File: src/rtl/gouram_trace_pkg.sv
// Shared trace types for the pipeline-stage trackers and the trace arbiter.
package gouram_trace_pkg;

    typedef int trace_output_t;

    typedef enum logic [0:0] {
        ARB_IDLE = 1'b0,
        ARB_HOLD = 1'b1
    } arb_state_e;

    function automatic int src_w(input int n);
        return (n > 1) ? $clog2(n) : 1;
    endfunction

endpackage

File: src/rtl/trace_src_fifo.sv
// Per-source trace FIFO: no backpressure toward the tracker, so a push into a
// full FIFO without a simultaneous pop is reported on drop.
module trace_src_fifo
    import gouram_trace_pkg::*;
#(
    parameter int  DEPTH = 4,
    parameter type rec_t = trace_output_t
) (
    input  logic clk,
    input  logic rst_n,
    input  logic push,
    input  rec_t push_data,
    input  logic pop,
    output rec_t head_data,
    output logic empty,
    output logic full,
    output logic drop
);

    localparam int AW = $clog2(DEPTH);

    logic [AW:0] wr_ptr_q, wr_ptr_d;
    logic [AW:0] rd_ptr_q, rd_ptr_d;
    rec_t        mem_q [DEPTH];
    logic        do_push;
    logic        do_pop;

    assign empty     = (wr_ptr_q == rd_ptr_q);
    assign full      = (wr_ptr_q[AW] != rd_ptr_q[AW]) &&
                       (wr_ptr_q[AW-1:0] == rd_ptr_q[AW-1:0]);
    assign head_data = mem_q[rd_ptr_q[AW-1:0]];

    // A pop frees the head slot in the same edge, so a full FIFO can still accept.
    assign do_pop  = pop && !empty;
    assign do_push = push && (!full || do_pop);
    assign drop    = push && full && !do_pop;

    assign wr_ptr_d = wr_ptr_q + {{AW{1'b0}}, do_push};
    assign rd_ptr_d = rd_ptr_q + {{AW{1'b0}}, do_pop};

    always_ff @(posedge clk or negedge rst_n) begin
        if (!rst_n) begin
            wr_ptr_q <= '0;
            rd_ptr_q <= '0;
        end else begin
            wr_ptr_q <= wr_ptr_d;
            rd_ptr_q <= rd_ptr_d;
        end
    end

    always_ff @(posedge clk) begin
        if (do_push) begin
            mem_q[wr_ptr_q[AW-1:0]] <= push_data;
        end
    end

endmodule

File: src/rtl/trace_arbiter.sv
// Round-robin merge of per-tracker trace FIFOs into one registered valid/ready
// stream. Optional per-source drop counters under TRACE_ARB_DROP_COUNT_EN.
module trace_arbiter
    import gouram_trace_pkg::*;
#(
    parameter int  NUM_SRC      = 2,
    parameter int  DEPTH        = 4,
    parameter type trace_output = trace_output_t,
    localparam int SRC_W        = src_w(NUM_SRC)
) (
    input  logic                     clk,
    input  logic                     rst_n,
    input  logic [NUM_SRC-1:0]       src_valid,
    input  trace_output              src_data [NUM_SRC],
    output logic                     out_valid,
    input  logic                     out_ready,
    output trace_output              out_data,
    output logic [SRC_W-1:0]         out_src,
`ifdef TRACE_ARB_DROP_COUNT_EN
    output logic [NUM_SRC-1:0][15:0] drop_count,
`endif
    output logic [NUM_SRC-1:0]       overflow
);

    arb_state_e        state_q, state_d;
    logic              out_valid_q, out_valid_d;
    trace_output       out_data_q, out_data_d;
    logic [SRC_W-1:0]  out_src_q, out_src_d;
    logic [SRC_W-1:0]  last_grant_q, last_grant_d;
    logic [NUM_SRC-1:0] overflow_q;

    logic [NUM_SRC-1:0] fifo_empty;
    logic [NUM_SRC-1:0] fifo_full;
    logic [NUM_SRC-1:0] fifo_drop;
    logic [NUM_SRC-1:0] fifo_pop;
    trace_output        fifo_head [NUM_SRC];

    logic              load;
    logic              load_en;
    logic              grant_found;
    logic [SRC_W-1:0]  grant_idx;

    for (genvar i = 0; i < NUM_SRC; i++) begin : g_src
        trace_src_fifo #(
            .DEPTH (DEPTH),
            .rec_t (trace_output)
        ) u_fifo (
            .clk       (clk),
            .rst_n     (rst_n),
            .push      (src_valid[i]),
            .push_data (src_data[i]),
            .pop       (fifo_pop[i]),
            .head_data (fifo_head[i]),
            .empty     (fifo_empty[i]),
            .full      (fifo_full[i]),
            .drop      (fifo_drop[i])
        );
        assign fifo_pop[i] = load_en && (grant_idx == SRC_W'(i));
    end

    // Scan starts one past the last winner, so every source gets a turn.
    always_comb begin
        grant_found = 1'b0;
        grant_idx   = '0;
        for (int k = 1; k <= NUM_SRC; k++) begin
            if (!grant_found && !fifo_empty[(int'(last_grant_q) + k) % NUM_SRC]) begin
                grant_found = 1'b1;
                grant_idx   = SRC_W'((int'(last_grant_q) + k) % NUM_SRC);
            end
        end
    end

    assign load    = (state_q == ARB_IDLE) || (out_valid_q && out_ready);
    assign load_en = load && grant_found;

    always_comb begin
        state_d      = state_q;
        out_valid_d  = out_valid_q;
        out_data_d   = out_data_q;
        out_src_d    = out_src_q;
        last_grant_d = last_grant_q;
        if (load_en) begin
            state_d      = ARB_HOLD;
            out_valid_d  = 1'b1;
            out_data_d   = fifo_head[grant_idx];
            out_src_d    = grant_idx;
            last_grant_d = grant_idx;
        end else if (load) begin
            state_d     = ARB_IDLE;
            out_valid_d = 1'b0;
        end
    end

    always_ff @(posedge clk or negedge rst_n) begin
        if (!rst_n) begin
            state_q      <= ARB_IDLE;
            out_valid_q  <= 1'b0;
            out_data_q   <= '0;
            out_src_q    <= '0;
            last_grant_q <= SRC_W'(NUM_SRC - 1);
            overflow_q   <= '0;
        end else begin
            state_q      <= state_d;
            out_valid_q  <= out_valid_d;
            out_data_q   <= out_data_d;
            out_src_q    <= out_src_d;
            last_grant_q <= last_grant_d;
            overflow_q   <= overflow_q | fifo_drop;
        end
    end

`ifdef TRACE_ARB_DROP_COUNT_EN
    logic [NUM_SRC-1:0][15:0] drop_count_q;

    always_ff @(posedge clk or negedge rst_n) begin
        if (!rst_n) begin
            drop_count_q <= '0;
        end else begin
            for (int i = 0; i < NUM_SRC; i++) begin
                if (fifo_drop[i] && (drop_count_q[i] != 16'hFFFF)) begin
                    drop_count_q[i] <= drop_count_q[i] + 16'd1;
                end
            end
        end
    end

    assign drop_count = drop_count_q;
`endif

    assign out_valid = out_valid_q;
    assign out_data  = out_data_q;
    assign out_src   = out_src_q;
    assign overflow  = overflow_q;

endmodule

File: config.mk
export PLATFORM = sky130hd
export DESIGN_NAME = trace_arbiter
export DESIGN_NICKNAME = d
export VERILOG_FILES = /design/src/rtl/gouram_trace_pkg.sv /design/src/rtl/trace_src_fifo.sv /design/src/rtl/trace_arbiter.sv
export SDC_FILE = /design/constraint.sdc
export NUM_CORES = 1
export LEC_CHECK = 0
export BUFFER_PORTS_ARGS = -buffer_cell sky130_fd_sc_hd__buf_2
export CAP_MARGIN = 20
export CORE_MARGIN = 4
export CORE_UTILIZATION = 53
export DETAILED_ROUTE_END_ITERATION = 10
export PLACE_DENSITY = 0.83
export SKIP_CTS_REPAIR_TIMING = 1
export SLEW_MARGIN = 40
export SYNTH_ARGS = -nofsm -noshare
export SYNTH_HDL_FRONTEND = slang
export SYNTH_SLANG_ARGS = --single-unit
export TNS_END_PERCENT = 1
File: constraint.sdc
create_clock -name clk -period 5.2 [get_ports clk]
set_input_delay 0 -clock clk [delete_from_list [all_inputs] [get_ports clk]]
set_output_delay 0 -clock clk [all_outputs]
set_load 0.02 [all_outputs]
---- Word level (Yosys, flattened, before mapping) ----
Memories as Yosys holds them, arrays and structs flattened.
Index checks and enable logic that the tools add are counted.
word-level totals
  RAM bits ................................ 256
  register bits after elaboration ......... 49
  logic and storage cells ................. 77
  memories ................................ 2
memories
  name                   depth  bits a word  rd ports  clocked after Yosys merged registers in  write ports  RTL line              RTL
  g_src[0].u_fifo.mem_q  4      32           1         0                                        1            trace_src_fifo.sv:24  rec_t mem_q [DEPTH];
  g_src[1].u_fifo.mem_q  4      32           1         0                                        1            trace_src_fifo.sv:24
cells by class
  $lt $le $gt $ge ......................... 3
  bitwise logic cells ..................... 6
  mux-type cells .......................... 19
  equality and inequality tests ........... 6
  add/subtract/negate cells ............... 6
  reductions and logical operators ........ 26
operators with widths
  kind                                                         number
  two-way mux 32 bit                                           3
  two-way mux 1 bit                                            16
  logical AND 1 bit                                            15
  adder 3 x 1 -> 3 bit                                         4
  zero test 1 bit                                              7
  equality test 3 bit                                          2
  less-than comparator 2 x 3 -> 1 bit (second input constant)  2
  equality test 2 bit                                          2
  logical OR 1 bit                                             3
  adder 1 bit (second input constant)                          2
  AND 1 bit (first input constant)                             2
  >= comparator 2 bit (second input constant)                  1
  != test 1 bit                                                2
  NOT 1 bit                                                    2
  NOT 1 -> 2 bit                                               1
  OR 2 bit                                                     1
  nonzero test 2 bit                                           1

---- Depth between registers and ports, before layout ----
  word-level depth ........................ 15
  depth in mapped cells ................... 8
  mapped depth without buffers ............ 7

---- By module ----
Synthesis repeated with hierarchy kept, for this count alone.
unflattened totals
  cells, all modules ...................... 514
  area total of the unflattened synthesis .. 11,661.2 sq um
modules (own cells, without submodules)
  module          cells each  seq. area each (sq um)  times used  area each (sq um)
  trace_src_fifo  194         3,993.8                 2           4,986.0
  trace_arbiter   126         927.1                   1           1,689.1

---- Least setup slack after synthesis ----
No wires, ideal clock.
  path type ............................... reg-to-reg
  start ................................... register g_src[0].u_fifo.rd_ptr_q[0]
  end ..................................... memory g_src[1].u_fifo.mem_q[0][0] (netlist bit) (enable)
  path buffers ............................ 1
  stages on the path, launching flop included .. 6
  slack ................................... 108 ps
  arrival ................................. 4,579 ps
  cell sequence ........................... dfrtp_1 buf_4 xor2_2 o31ai_4 a211oi_2 nor4b_1
on the way
  cells in the longest elaborated chain, start to end .. 14
  elaborated cells between the ends (all ways) .. 20
RTL lines
  what                                                   RTL line              RTL
  from (decl)                                            trace_src_fifo.sv:23  logic [AW:0] rd_ptr_q, rd_ptr_d;
  from (signal assigned)                                 trace_src_fifo.sv:47  rd_ptr_q <= rd_ptr_d;
  equality test 3 bit *                                  trace_src_fifo.sv:28  assign empty = (wr_ptr_q == rd_ptr_q);
  two-way mux 1 bit (implied by the code) (3 in series)  trace_arbiter.sv:66   if (!grant_found && !fifo_empty[(int'(last_grant_q) + k) % NUM_SRC]) begin
  zero test 1 bit                                        trace_arbiter.sv:66
  logical AND 1 bit                                      trace_arbiter.sv:66
  two-way mux 1 bit                                      trace_arbiter.sv:66
  logical AND 1 bit                                      trace_arbiter.sv:74   assign load_en = load && grant_found;
  logical AND 1 bit *                                    trace_arbiter.sv:58   assign fifo_pop[i] = load_en && (grant_idx == SRC_W'(i));
  logical AND 1 bit *                                    trace_src_fifo.sv:34  assign do_pop = pop && !empty;
  logical OR 1 bit *                                     trace_src_fifo.sv:35  assign do_push = push && (!full || do_pop);
  logical AND 1 bit *                                    trace_src_fifo.sv:35
  two-way mux 1 bit *                                    trace_src_fifo.sv:52  if (do_push) begin
  two-way mux 1 bit (implied by the code) *              trace_src_fifo.sv:53  mem_q[wr_ptr_q[AW-1:0]] <= push_data;
  to (decl)                                              trace_src_fifo.sv:24
Mark *: on every way between the ends. The rest lies on a longest branch, timed or not. The select of a mux whose other input is x is not followed.

---- Final worst setup path ----
  start ................................... register g_src[1].u_fifo.rd_ptr_q[1]
  end ..................................... memory g_src[0].u_fifo.mem_q[2][15] (netlist bit) (enable)
on the way
  cells in the longest elaborated chain, start to end .. 14
  elaborated cells between the ends (all ways) .. 21
RTL lines
  what                                                   RTL line
  from (decl)                                            trace_src_fifo.sv:23
  from (signal assigned)                                 trace_src_fifo.sv:47
  equality test 3 bit *                                  trace_src_fifo.sv:28
  two-way mux 1 bit (implied by the code) (3 in series)  trace_arbiter.sv:66
  zero test 1 bit                                        trace_arbiter.sv:66
  logical AND 1 bit                                      trace_arbiter.sv:66
  two-way mux 1 bit                                      trace_arbiter.sv:66
  logical AND 1 bit / NOT 1 bit (equally long branches)  trace_arbiter.sv:74, trace_arbiter.sv:58
  logical AND 1 bit *                                    trace_arbiter.sv:58
  logical AND 1 bit *                                    trace_src_fifo.sv:34
  logical OR 1 bit *                                     trace_src_fifo.sv:35
  logical AND 1 bit *                                    trace_src_fifo.sv:35
  two-way mux 1 bit *                                    trace_src_fifo.sv:52
  two-way mux 1 bit (implied by the code) *              trace_src_fifo.sv:53
  to (decl)                                              trace_src_fifo.sv:24
Marked as above.

==> results.ini <==
[outcome]
status = complete, but fails checks
violations = negative hold slack

[power_and_ir_drop]
leakage_nw = 5.03
clkPwrFrac_pct = 23.0
cell_internal_pwr_mw = 5.52
peakVddDrop_v = 0.000324
combPwrFrac_pct = 32.7
p_total_mw = 8.24
netSwitchingFraction_pct = 32.9
power_density_mw_per_mm2 = 582
sequentialPowerShare_pct = 44.3
p_switching_mw = 2.71

[clock_tree]
cts_tree = done
clkLatencyLatePin_ps = 530
clock_sinks = 305
cts_buffer_depth = 3
cts_buffers = 28
clkTransAtPathRegs_ps = 60
cts-htree-levels = 1
clk_root_buffer_cell = clkbuf_16

[final_layout]
antenna_cells = 0
syn_to_final_growth_pct = 20.9
seq_area_mm2 = 0.00892
multi_input_area_mm2 = 0.00259
drive_gt1_share_pct = 31.3
fin_nets = 844
nFillCells = 1455

[sta]
whs_ps = -4.32
period_share_pct = 57.6
slew_headroom_pct = 56.5
fmax_mhz = 334
fin_tns_setup_ps = 0
finClkSkew_ps = 10.8
rsz0062_at_grt = false
worst-slew-pin-transition_ps = 653
final-hold-violation-count = 1
period_needed_ps = 2990
drv_slew = 0
setup_violations = 0

[synth]
synth.area.top_cells = edfxtp_1 (66%), mux4_2 (12%), dfrtp_1 (10%)
ys_ff_latch = 305
synth_nets = 659
syn_inst = 582
synth_area_mm2 = 0.0117
yosysTopAreaCellShare_pct = 65.6
synth-edff-count = 256
synth_compound_area_share_pct = 3.01
synthSimpleGateAreaFrac_pct = 4.00
synth_xor_area_share_pct = 1.21
synth_top_family_by_area = multiplexers
async_flop_share_pct = 16.1
ys_seq_area_share_pct = 76.1
synthMuxAreaShare_pct = 12.4
synthAdderAreaFrac_pct = 0.855
synth_top_cell_by_area = edfxtp_1
synth_ff_type = edfxtp_1
synth_cell_types = 37
yosys_warnings = 0
syn_area_per_cell_um2 = 20.1

[detailed_routing]
drc = 0
drtPass1Iterations = 5
ant_nets = 0
viasPerCell = 5.74
vias = 6136
wirelength_mm = 23.4
wl_per_cell_um = 21.9
drt_iter0_drc = 459

[placed_design]
portBuffers = 104
place_congestion = 0.912
hpwl_mm = 15.1

[worst_hold_path]
hp-start = out_ready
hold_path_depth = 3
min_to = out_valid
hold_path_class = in -> reg

[critical_path]
crit_family = buffers and inverters
crit_chain = buf_4, xnor2_2, a31o_2, a21boi_2, nor4bb_4, buf_4
timing.critical_path.mode_cell = buf_4
crit_fanout = 34
rrSetupSlack_ps = 2210
critPathLaunchType = register
slowest_stage = a31o_2
worst_r2r_endpoint = g_src[0].u_fifo.mem_q[2][15]
crit_required_ps = 5370
crit_arrival_ps = 3160
r2r_start = g_src[1].u_fifo.rd_ptr_q[1]
end_kind = register
critical-path-max-stage-delay_ps = 620
critical_path_class = reg -> reg
path_buf_inv = 2
r2r_cells = 6

[grt]
antenna_found_initial = 0
grt_first_pass_wirelength_mm = 35.6
grt_max_degree = 50
grt_pass1_vias = 6246
overflow = 0
grt_use_total_pct = 19.0

[floorplanning]
top_level_ports = 105
dieHeight_um = 157
die_area_mm2 = 0.0245
core_mm2 = 0.0218
die_x_um = 157
rows = 54
start_util_pct = 53.8

[job]
drv_cap = 0

## placed cells by master (no fill, tap or decap), drive strengths merged, types with 2 or more instances in the layout
master       count
a31o             2
and4b            2
buf            120
clkbuf          35
clkinv          13
clkinvlp         3
dfrtp           48
dlygate4sd3     67
edfxtp         256
ha               8
inv             35
mux4            64
nand2            3
nand3           64
nor2b            3
nor3             2
nor4b            2
nor4bb           4
o211ai          32
xnor2            4
xor2             7
## cell type report
| cell class | instances | area share (%) |
|---|---|---|
| flip-flops and latches | 305 | 63.0 |
| multi-input cells | 210 | 18.3 |
| repair buffers | 187 | 9.26 |
| clock buffers | 35 | 5.29 |
| well taps | 280 | 2.48 |
| inverters | 35 | 0.928 |
| clock inverters | 17 | 0.769 |
## per-layer routing
metal	vias up	wire, um	global-route usage (%)
li1	2706	-	-
met1	3156	9260	25.6
met2	227	11800	31.5
met3	47	1690	4.37
met4	0	676	5.62
met5	-	0	0
## cells by family after synthesis
logic type | after synthesis
flops | 305
simple gates | 84
buf+inv | 67
mux | 65
compound gates | 42
xor+xnor | 11
fa+ha+maj | 8
## per-stage QoR
stage | util [%] | hold WS, ps | instance area, um2 | std cells | worst slack, ps
floorplan | - | -296 | 11700 | 582 | 108
global placement | 58.0 | 121 | 12600 | 950 | 2330
detailed placement | 58.0 | 135 | 12600 | 950 | 2210
CTS | 62.0 | -428 | 13500 | 1002 | 2220
global route | 65.1 | 10.6 | 14200 | 1069 | 2000
finish | 65.1 | -4.32 | 14200 | 1069 | 2210
## power groups by stage
stage          clock network, mW  logic (mW)  registers, mW
2_1_floorplan                  0        1.74           3.77
3_3_place_gp                   0        2.57           3.64
3_5_place_dp                   0        2.64           3.69
4_1_cts                     1.93        2.68           3.65
5_1_grt                     2.05        2.91           3.69
6_report                    1.89        2.69           3.65
## how the worst max path moves through the flow
stage / start / to / slack [ps] / cells past startpoint
floorplan: g_src[0].u_fifo.rd_ptr_q[0] / g_src[1].u_fifo.mem_q[0][0] / 110 / 5
global placement: g_src[1].u_fifo.rd_ptr_q[1] / g_src[0].u_fifo.mem_q[2][11] / 2330 / 6
detailed placement: g_src[1].u_fifo.rd_ptr_q[1] / g_src[0].u_fifo.mem_q[1][16] / 2210 / 6
CTS: g_src[1].u_fifo.rd_ptr_q[1] / g_src[0].u_fifo.mem_q[1][13] / 2220 / 6
global route: g_src[1].u_fifo.rd_ptr_q[1] / g_src[0].u_fifo.mem_q[1][15] / 2000 / 6
finish: g_src[1].u_fifo.rd_ptr_q[1] / g_src[0].u_fifo.mem_q[2][15] / 2210 / 6
## worst reg2reg max path, delay by kind of cell, from the launching register on
family / cells / cell delay (ps)
AOI/OAI and AO/OA: 2 / 880
xor gates and xnor gates: 1 / 230
buffers and inverters: 2 / 880
DFF: 1 / 320
and+or+nand+nor: 1 / 300
## Yosys cell counts, drive strengths merged, types with 3 or more instances
master	count
xor2	7
nor4bb	4
mux4	64
ha	8
edfxtp	256
nand2	3
inv	35
nor2b	3
xnor2	4
clkbuf	7
o211ai	32
buf	25
nand3	64
dfrtp	48
## sequential cells by signal, indices dropped and copies added, names as in the netlist
name and count:
g_src.u_fifo.mem_q 256, out_src 1, overflow 2, out_valid 1, g_src.u_fifo.wr_ptr_q 6, g_src.u_fifo.rd_ptr_q 6, last_grant_q 1, out_data 32
No activity file was read; power rests on OpenSTA's default activity.
